==> src/rtl/clock_pkg.sv <==
// rtl/clock_pkg.sv - shared widths, limits, FSM state type and BCD helpers for the alarm clock
package clock_pkg;

    localparam int HOUR_HIGH_W = 2;
    localparam int HOUR_LOW_W  = 4;
    localparam int MIN_HIGH_W  = 3;
    localparam int MIN_LOW_W   = 4;
    localparam int SEC_HIGH_W  = 3;
    localparam int SEC_LOW_W   = 4;

    localparam int MAX_HOUR = 23;
    localparam int MAX_MIN  = 59;
    localparam int MAX_SEC  = 59;

    typedef enum logic [0:0] {
        IDLE = 1'b0,
        RING = 1'b1
    } alarm_state_t;

    // Alarm time is held in BCD so matching is a plain compare against the digit registers.
    typedef struct packed {
        logic       en;
        logic [5:0] hour_bcd;
        logic [6:0] min_bcd;
    } alarm_cfg_t;

    function automatic logic [5:0] hour_to_bcd(input logic [4:0] h);
        return {2'(h / 5'd10), 4'(h % 5'd10)};
    endfunction

    function automatic logic [6:0] min_to_bcd(input logic [5:0] m);
        return {3'(m / 6'd10), 4'(m % 6'd10)};
    endfunction

endpackage

==> src/rtl/bcd_time_counter.sv <==
// rtl/bcd_time_counter.sv - 1 s prescaler and 24 h BCD time-of-day counter with range-checked load
// Ports: clk/rst_n (async active-low); ena gates the prescaler; set_valid + set_hour/min/sec load
// the time; six BCD digit outputs; set_bad flags a rejected load (combinational); sec_tick is the
// accepted one-second advance (combinational); updated is high in the cycle a new time is shown.
module bcd_time_counter
    import clock_pkg::*;
#(
    parameter int CLK_HZ = 100_000_000
) (
    input  logic                   clk,
    input  logic                   rst_n,
    input  logic                   ena,
    input  logic                   set_valid,
    input  logic [4:0]             set_hour,
    input  logic [5:0]             set_min,
    input  logic [5:0]             set_sec,
    output logic [HOUR_HIGH_W-1:0] hour_high,
    output logic [HOUR_LOW_W-1:0]  hour_low,
    output logic [MIN_HIGH_W-1:0]  minute_high,
    output logic [MIN_LOW_W-1:0]   minute_low,
    output logic [SEC_HIGH_W-1:0]  second_high,
    output logic [SEC_LOW_W-1:0]   second_low,
    output logic                   set_bad,
    output logic                   sec_tick,
    output logic                   updated
);

    localparam int                 PRESC_W    = $clog2(CLK_HZ);
    localparam logic [PRESC_W-1:0] PRESC_LAST = PRESC_W'(CLK_HZ - 1);

    logic [PRESC_W-1:0] presc;
    logic               wrap;
    logic               set_ok;
    logic [5:0]         hour_bcd;
    logic [6:0]         min_bcd;
    logic [6:0]         sec_bcd;

    assign wrap     = ena && (presc == PRESC_LAST);
    assign set_ok   = set_valid && (set_hour <= 5'(MAX_HOUR)) && (set_min <= 6'(MAX_MIN))
                      && (set_sec <= 6'(MAX_SEC));
    assign set_bad  = set_valid && !set_ok;
    // A load in the same cycle as the wrap swallows that second.
    assign sec_tick = wrap && !set_ok;

    assign hour_bcd = hour_to_bcd(set_hour);
    assign min_bcd  = min_to_bcd(set_min);
    assign sec_bcd  = min_to_bcd(set_sec);

    always_ff @(posedge clk or negedge rst_n) begin
        if (!rst_n) begin
            presc       <= '0;
            hour_high   <= '0;
            hour_low    <= '0;
            minute_high <= '0;
            minute_low  <= '0;
            second_high <= '0;
            second_low  <= '0;
            updated     <= 1'b0;
        end else begin
            updated <= set_ok || wrap;
            if (set_ok) begin
                presc                     <= '0;
                {hour_high, hour_low}     <= hour_bcd;
                {minute_high, minute_low} <= min_bcd;
                {second_high, second_low} <= sec_bcd;
            end else begin
                if (ena) begin
                    presc <= wrap ? '0 : presc + 1'b1;
                end
                if (wrap) begin
                    if (second_low != 4'd9) begin
                        second_low <= second_low + 4'd1;
                    end else begin
                        second_low <= '0;
                        if (second_high != 3'd5) begin
                            second_high <= second_high + 3'd1;
                        end else begin
                            second_high <= '0;
                            if (minute_low != 4'd9) begin
                                minute_low <= minute_low + 4'd1;
                            end else begin
                                minute_low <= '0;
                                if (minute_high != 3'd5) begin
                                    minute_high <= minute_high + 3'd1;
                                end else begin
                                    minute_high <= '0;
                                    if (hour_high == 2'd2 && hour_low == 4'd3) begin
                                        hour_high <= '0;
                                        hour_low  <= '0;
                                    end else if (hour_low == 4'd9) begin
                                        hour_low  <= '0;
                                        hour_high <= hour_high + 2'd1;
                                    end else begin
                                        hour_low <= hour_low + 4'd1;
                                    end
                                end
                            end
                        end
                    end
                end
            end
        end
    end

endmodule

==> src/rtl/multi_alarm_clock.sv <==
// rtl/multi_alarm_clock.sv - 24 h BCD clock with N alarm channels, ring timer and blinking indicator
// Ports: CLK_100M/rst (async active-low); ena, set_valid, set_hour/min/sec drive the time counter;
// alm_we, alm_idx, alm_hour/min, alm_en program a channel; dismiss stops ringing; outputs are the
// six BCD digits, set_err (one-cycle reject pulse), alarm_hit, ringing and blink.
module multi_alarm_clock
    import clock_pkg::*;
#(
    parameter  int CLK_HZ     = 100_000_000,
    parameter  int N_ALARM    = 4,
    parameter  int RING_SECS  = 60,
    parameter  int BLINK_HALF = 25_000_000,
    // One spare code beyond the channel count so out-of-range indices can be presented and rejected.
    localparam int IDX_W      = $clog2(N_ALARM + 1)
) (
    input  logic                   CLK_100M,
    input  logic                   rst,
    input  logic                   ena,
    input  logic                   set_valid,
    input  logic [4:0]             set_hour,
    input  logic [5:0]             set_min,
    input  logic [5:0]             set_sec,
    input  logic                   alm_we,
    input  logic [IDX_W-1:0]       alm_idx,
    input  logic [4:0]             alm_hour,
    input  logic [5:0]             alm_min,
    input  logic                   alm_en,
    input  logic                   dismiss,
    output logic [HOUR_HIGH_W-1:0] hour_high,
    output logic [HOUR_LOW_W-1:0]  hour_low,
    output logic [MIN_HIGH_W-1:0]  minute_high,
    output logic [MIN_LOW_W-1:0]   minute_low,
    output logic [SEC_HIGH_W-1:0]  second_high,
    output logic [SEC_LOW_W-1:0]   second_low,
    output logic                   set_err,
    output logic [N_ALARM-1:0]     alarm_hit,
    output logic                   ringing,
    output logic                   blink
);

    localparam logic [7:0]         RING_LAST  = 8'(RING_SECS - 1);
    localparam int                 BLINK_W    = (BLINK_HALF > 1) ? $clog2(BLINK_HALF) : 1;
    localparam logic [BLINK_W-1:0] BLINK_LAST = BLINK_W'(BLINK_HALF - 1);

    logic               updated;
    logic               sec_tick;
    logic               set_bad;
    logic               alm_ok;
    logic               alm_bad;
    logic [5:0]         alm_hour_bcd;
    logic [6:0]         alm_min_bcd;
    alarm_cfg_t         cfg [N_ALARM];
    logic [N_ALARM-1:0] match;
    alarm_state_t       state;
    logic [7:0]         ring_cnt;
    logic [BLINK_W-1:0] blink_cnt;
    logic               ring_exit;

    bcd_time_counter #(.CLK_HZ(CLK_HZ)) u_time (
        .clk         (CLK_100M),
        .rst_n       (rst),
        .ena         (ena),
        .set_valid   (set_valid),
        .set_hour    (set_hour),
        .set_min     (set_min),
        .set_sec     (set_sec),
        .hour_high   (hour_high),
        .hour_low    (hour_low),
        .minute_high (minute_high),
        .minute_low  (minute_low),
        .second_high (second_high),
        .second_low  (second_low),
        .set_bad     (set_bad),
        .sec_tick    (sec_tick),
        .updated     (updated)
    );

    assign alm_ok = alm_we && (alm_idx < IDX_W'(N_ALARM)) && (alm_hour <= 5'(MAX_HOUR))
                    && (alm_min <= 6'(MAX_MIN));
    assign alm_bad      = alm_we && !alm_ok;
    assign alm_hour_bcd = hour_to_bcd(alm_hour);
    assign alm_min_bcd  = min_to_bcd(alm_min);

    always_ff @(posedge CLK_100M or negedge rst) begin
        if (!rst) begin
            for (int i = 0; i < N_ALARM; i++) begin
                cfg[i] <= '0;
            end
            set_err <= 1'b0;
        end else begin
            for (int i = 0; i < N_ALARM; i++) begin
                if (alm_ok && alm_idx == IDX_W'(i)) begin
                    cfg[i] <= {alm_en, alm_hour_bcd, alm_min_bcd};
                end
            end
            // Both strobes may be rejected together; still a single pulse.
            set_err <= set_bad || alm_bad;
        end
    end

    // Only evaluated in the cycle right after the time changed, so a held time or the
    // reset-release value never re-fires an alarm.
    always_comb begin
        match = '0;
        for (int i = 0; i < N_ALARM; i++) begin
            match[i] = updated && cfg[i].en
                       && (cfg[i].hour_bcd == {hour_high, hour_low})
                       && (cfg[i].min_bcd == {minute_high, minute_low})
                       && (second_high == 3'd0) && (second_low == 4'd0);
        end
    end

    // A fresh match always beats dismiss or timeout.
    assign ring_exit = (state == RING) && !(|match)
                       && (dismiss || (sec_tick && ring_cnt == RING_LAST));

    always_ff @(posedge CLK_100M or negedge rst) begin
        if (!rst) begin
            state     <= IDLE;
            alarm_hit <= '0;
            ring_cnt  <= '0;
            blink     <= 1'b0;
            blink_cnt <= '0;
        end else begin
            case (state)
                IDLE: begin
                    if (|match) begin
                        state     <= RING;
                        alarm_hit <= match;
                        ring_cnt  <= '0;
                        blink     <= 1'b1;
                        blink_cnt <= '0;
                    end
                end
                default: begin
                    if (|match) begin
                        alarm_hit <= alarm_hit | match;
                        ring_cnt  <= '0;
                    end else if (ring_exit) begin
                        state     <= IDLE;
                        alarm_hit <= '0;
                    end else if (sec_tick) begin
                        ring_cnt <= ring_cnt + 8'd1;
                    end
                    if (ring_exit) begin
                        blink     <= 1'b0;
                        blink_cnt <= '0;
                    end else if (blink_cnt == BLINK_LAST) begin
                        blink     <= ~blink;
                        blink_cnt <= '0;
                    end else begin
                        blink_cnt <= blink_cnt + 1'b1;
                    end
                end
            endcase
        end
    end

    assign ringing = (state == RING);

endmodule

==> config.mk <==
export PLATFORM = sky130hd
export DESIGN_NAME = multi_alarm_clock
export DESIGN_NICKNAME = d
export VERILOG_FILES = /design/src/rtl/clock_pkg.sv /design/src/rtl/bcd_time_counter.sv /design/src/rtl/multi_alarm_clock.sv
export SDC_FILE = /design/constraint.sdc
export NUM_CORES = 1
export LEC_CHECK = 0
export CORE_MARGIN = 2
export CORE_UTILIZATION = 50
export DETAILED_ROUTE_END_ITERATION = 6
export PLACE_DENSITY = 0.82
export SLEW_MARGIN = 20
export SYNTH_ARGS = -nofsm -noshare
export SYNTH_HDL_FRONTEND = slang
export SYNTH_SLANG_ARGS = --single-unit
==> constraint.sdc <==
create_clock -name CLK_100M -period 2.31 [get_ports CLK_100M]
set_clock_uncertainty 0.05 [all_clocks]
set_input_delay 0.693 -clock CLK_100M [delete_from_list [all_inputs] [get_ports CLK_100M]]
set_output_delay 0.693 -clock CLK_100M [all_outputs]
set_load 0.1 [all_outputs]
Yosys cells after proc, flatten, opt, wreduce, memory -nomap -nowiden. Index checks and enable logic that the tools add are counted.

$add $sub $neg: 9. Multipliers: 0. Divide/modulo/power cells: 10. Magnitude comparators: 6. Equal/unequal tests: 27. Shift operators: 0. Multiplexer cells: 58. Bitwise operators: 2. Reduce and logical (&&, ||, !) cells: 62.

Operator list (count): 2-to-1 mux 25 bit (4); 2-to-1 mux 27 bit (3); 2-to-1 mux 4 bit (20); 2-to-1 mux 8 bit (5); logical AND 1 bit (38); 2-to-1 mux 3 bit (10); == test 7 bit (4); adder 27 x 1 -> 27 bit (second input constant) (1); == test 27 bit (second input constant) (1); adder 25 x 1 -> 25 bit (second input constant) (1); == test 25 bit (second input constant) (1); == test 6 bit (4); divider 6 x 4 -> 6 bit (second input constant) (3); <= comparator 6 bit (second input constant) (3); remainder unit 6 x 4 -> 6 bit (second input constant) (3); 2-to-1 mux 2 bit (8); adder 4 x 1 -> 4 bit (second input constant) (3); divider 5 x 4 -> 5 bit (second input constant) (2); <= comparator 5 bit (second input constant) (2); remainder unit 5 x 4 -> 5 bit (second input constant) (2); inequality test 2 x 1 -> 1 bit (second input constant) (5); nonzero test 2 bit (5); adder 8 x 1 -> 8 bit (second input constant) (1); == test 8 x 6 -> 1 bit (second input constant) (1); other kinds (25) (44).

Bits in registers: 144. Latch bits: 0. RAM bits: 0. Bits in read-only memories: 0. Input bits: 38. Output and inout port bits: 27. Word-level logic and storage cells: 200. Memories: 0.

Depth between registers and ports, before layout.
Depth after elaboration: 12. Gate-level depth with buffers: 14. Depth with buffers taken out: 13.

Modules after synthesis. From an unflattened synthesis, not the netlist that was laid out.

Cells, all modules: 987. Area total of the unflattened synthesis: 8705.8 sq um.

By module, submodules not included: multi_alarm_clock (instances 1, cells each 570, area an instance 5218.8 sq um, sequential area each 2402.3 sq um); bcd_time_counter (instances 1, cells each 417, area an instance 3487.1 sq um, sequential area each 1201.2 sq um).

Least setup slack after synthesis. No wires, ideal clock.

Kind: reg-to-reg. From: reg u_time.hour_low[1]. To: reg blink_cnt[21]. Library setup time: 82 ps. Data arrival time: 2909 ps. Setup slack: -731 ps. Stages on the path, launching flop included: 11. Path buffers: 3. Cells stage by stage: dfrtp_1 > buf_2 > xnor2_1 > nand4_1 > nor4_1 > o41ai_2 > a21oi_2 > buf_2 > buf_4 > nand2_1 > a31oi_1.

Longest elaborated chain between the ends: 11. Elaborated cells between the ends (all ways): 27.

Ends and longest elaborated chain: from (decl) (RTL line bcd_time_counter.sv:18) `output logic [HOUR_LOW_W-1:0] hour_low,`; from (signal assigned) (RTL line bcd_time_counter.sv:63) `{hour_high, hour_low} <= hour_bcd;`; from (signal assigned) (RTL line bcd_time_counter.sv:94) `hour_low <= hour_low + 4'd1;`; == test 6 bit (RTL line multi_alarm_clock.sv:106) `&& (cfg[i].hour_bcd == {hour_high, hour_low})`; logical AND 1 bit (RTL line multi_alarm_clock.sv:106); logical AND 1 bit (RTL line multi_alarm_clock.sv:107) `&& (cfg[i].min_bcd == {minute_high, minute_low})`; logical AND 1 bit (2 in a row) (RTL line multi_alarm_clock.sv:108) `&& (second_high == 3'd0) && (second_low == 4'd0);`; OR reduction 4 bit (*) (RTL line multi_alarm_clock.sv:113, multi_alarm_clock.sv:126); logical NOT 1 bit (RTL line multi_alarm_clock.sv:113) `assign ring_exit = (state == RING) && !(|match)`; logical AND 1 bit (RTL line multi_alarm_clock.sv:113); logical AND 1 bit (RTL line multi_alarm_clock.sv:114) `&& (dismiss || (sec_tick && ring_cnt == RING_LAST));`; 2-to-1 mux 25 bit (RTL line multi_alarm_clock.sv:144) `if (ring_exit) begin`; 2-to-1 mux 25 bit (RTL line multi_alarm_clock.sv:124) `case (state)`; to (signal assigned) (RTL line multi_alarm_clock.sv:151) `blink_cnt <= blink_cnt + 1'b1;`; to (decl) (RTL line multi_alarm_clock.sv:55) `logic [BLINK_W-1:0] blink_cnt;`.

Mark *: on every way between the ends. The rest lies on a longest branch, timed or not. A chain may end at the register's enable or synchronous reset.

Worst setup path in the final report.
From: reg u_time.hour_low[1]. To: reg blink_cnt[11].

The elaborated chain is that of the path after synthesis.

==> flow_summary_export.csv <==
group,metric,value,unit
status,status,"complete, but fails checks",
status,violations,"setup timing",
flow_run,maxCapViolCount,0,
timing,hold_viol,0,
synth,synth.area.mux_share,3.297,%
synth,yosys.area.top_type_share,42.77,%
clock_tree,numClockSinks,144,
timing,rsz0062_at_grt,"true",
place,place_area,11010,um^2
routing,wl_met1,11390,um
synth,ys_seq_elements,144,
synth,synth_fa_ha_area_share,1.901,%
synth,synth-seq-area-share,42.77,%
synth,synth-warning-count,0,
clock_tree,path_clk_slew,0.06,ns
synth,synth_compound_area_share,14.29,%
critical_path,arrival,3.05,ns
floorplanning,ioPinCount,65,
floorplanning,die_area,17900,um^2
cells_and_area,drive_gt1_share,39.27,%
clock_tree,cts_root_buf,"clkbuf_16",
routing,vias_per_cell,6.544,
clock_tree,h-tree-depth,4,
pwr,ir_worst_vdd,0.0006549,V
synth,syn-instance-count,962,
global_route,grt_max_degree,43,
critical_path,end_kind,"register",
critical_path,reg2regPathDepth,10,
global_route,grt_pass1_wl,45550,um
place,hpwl,17250,um
floorplanning,die_w,133.8,um
timing,slew_headroom,65.92,%
synth,synth_largest_area_cell,"dfrtp_1",
routing,via_count,9521,
critical_path,cp_cell_sequence,"xnor2_1, nand4_1, nor4_4, buf_4, o41ai_4, a21oi_4, buf_6, buf_16, a21oi_1, a31oi_1",
synth,synth_top_family_by_area,"simple AND/OR/NAND/NOR gates",
floorplanning,rows,47,
floorplanning,floorplan.initialDensity,50.98,%
pwr,power_leakage,5.887,nW
cells_and_area,layout_commonest_cell,"buf_4",
clock_tree,clock_latency,0.45,ns
global_route,grt_pass1_vias,9088,
cells_and_area,antennaDiodeCount,0,
routing,top_layer,"met4",
synth,yosys.area_share.simple,24.24,%
cells_and_area,stdcell_count,1455,
routing,met3_length,2812,um
critical_path,worstSetupPathType,"register to register",
cells_and_area,stdcell_area,13150,um^2
critical_path,critPathLaunchType,"register",
critical_path,critPathRequiredTime,2.60,ns
timing,period_share,119.3,%
global_route,antenna_found_initial,0,
place,dp_cells,1372,
routing,wl_met2,16270,um
synth,synth_edf_count,0,
timing,worst_pin_slew,0.5112,ns
synth,ys_types,68,
timing,period_minus_slack,2.756,ns
timing,slew_violations,0,
timing,fmax,0.3629,GHz
place,place.gp.congestion,0.9126,
routing,post-route-drc-count,0,
clock_tree,cts_tree,"built",
hold_path,hp-class,"input port to asynchronous set/reset pin",
synth,synthTopCellsByArea,"dfrtp_1, xnor2_1, nand2_1",
place,io_buffers,64,
routing,wl_per_cell,23.10,um
clock_tree,cts.path.max_buffers,2,
critical_path,crit_slowest_cell,"dfrtp_4",
critical_path,crit_path_max_fanout,5,
routing,ant_nets,0,
routing,routed_wirelength,33610,um
global_route,grt_util_all_layers,32.23,%
pwr,power_density,706.0,nW/um^2
global_route,overflow,0,
floorplanning,die_h,133.8,um
synth,synth-xor-area-share,9.669,%
cells_and_area,layout.nets,1273,
routing,initialDrtViolationCount,1254,
synth,synth.avg_cell_area,8.757,um^2
cells_and_area,areaGrowthSynthToFinish,56.11,%
synth,syn_nets,1012,
cells_and_area,mostFrequentLayoutCells,"buf_4, nand2_1, dfrtp_1, nor2_1, o21ai_0",
synth,syn_area,8424,um^2
clock_tree,cts_buffers,17,
routing,firstDrtPassIters,7,
timing,finalSetupViolations,85,
timing,worst_slack,-0.4455,ns
synth,synth_ff_type,"dfrtp_1",
critical_path,slowest_delay,0.52,ns
floorplanning,core_area,16520,um^2
synth,synth-async-reset-ratio,100.0,%
pwr,power,9.285,mW
-- critical path: cells and delay by family (launching register included) --
kind	cells	cell delay, ns
buffers and inverters	3	0.48
and+or+nand+nor	2	0.64
AOI/OAI and AO/OA	4	0.73
DFF	1	0.52
xor gates and xnor gates	1	0.22
-- kinds of logic after synthesis --
logic type / count (synthesis)
DFF: 144
muxes: 26
AOI/OAI and AO/OA: 198
adders and majority gates: 13
buffers and inverters: 76
xor gates and xnor gates: 93
and+or+nand+nor: 412
-- synthesized netlist by cell type (3+ instances only) --
cell        n
and4b_1     3
nor2_2      3
nand3_1    35
inv_1      27
nor2_1     68
and3_1     15
a21oi_1    42
and2_1      7
a21o_1      4
mux2i_1    12
clkbuf_1   29
or3_1       8
nand3b_1    3
xnor2_1    74
a22o_1      5
a41oi_1     7
dfrtp_1   144
xor2_1     19
and4_1      3
mux2_2     14
buf_2      15
nor4_1     10
nand2_1   165
o31ai_1     7
nor2b_1    15
a31oi_1    28
nor3_1     11
a21boi_0    3
o21ai_1     6
ha_1       12
nand2b_1   13
nor4b_1     3
nand4_1    32
o21ai_0    70
a211oi_1    7
-- routing by layer --
layer | up-vias | GRT usage (%)
li1 | 3920 | -
met1 | 4527 | 36.31
met2 | 739 | 57.04
met3 | 335 | 6.614
met4 | 0 | 17.97
met5 | - | 0
-- power by group --
group | internal, mW | switching (mW) | leakage (nW)
combinational | 1.40 | 1.79 | 3.78
sequential | 2.88 | 0.447 | 1.82
clock | 1.66 | 1.11 | 0.284
-- state kept, by name, indices dropped and copies added (netlist names) --
register	count
ringing	1
u_time.updated	1
set_err	1
blink	1
cfg	56
alarm_hit	4
blink_cnt	25
u_time.minute_low	4
u_time.hour_low	4
ring_cnt	8
u_time.second_low	4
u_time.second_high	3
u_time.hour_high	2
u_time.presc	27
u_time.minute_high	3
-- metrics by stage --
| step | utilization, % | hold WS, ns | TNS (ns) | worst slack (ns) |
|---|---|---|---|---|
| final | 79.59 | 0.1173 | -18.12 | -0.4455 |
| after global routing | 79.59 | 0.1392 | -23.78 | -0.4895 |
| after CTS | 75.10 | 0.1349 | -5.489 | -0.2700 |
| after detailed placement | 66.63 | 0.4128 | -77.97 | -0.9213 |
| after global placement | 66.63 | 0.4074 | -69.84 | -0.8695 |
| after floorplan | - | 0.3474 | -10.11 | -0.3449 |
-- timing repair --
item                       CTS  global route
setup buffers               26            19
pin swaps                   78            68
hold buffers                 0             0
gates cloned                 7             3
gates resized for setup    125           131
setup endpoints to repair  108           101
-- cell type report --
class	instances	area (um^2)
repair buffers	291	2947
multi-input cells	742	5587
flip-flops and latches	144	3657
fillers	807	3373
inverters	27	118.9
well taps	220	275.3
clock inverters	7	85.08
clock buffers	24	481.7
-- final timing paths --
check | start | endpoint | slack (ns)
worst min-delay path | rst | u_time.presc[20] | 0.12
max in group asynchronous | rst | blink_cnt[14] | 1.43
worst max register to register | u_time.hour_low[1] | blink_cnt[11] | -0.45
min in group CLK_100M | cfg[13] | cfg[13] | 0.43
worst max-delay path | u_time.hour_low[1] | blink_cnt[11] | -0.45
worst min register to register | cfg[13] | cfg[13] | 0.43
(Power assumes the default switching activity.)
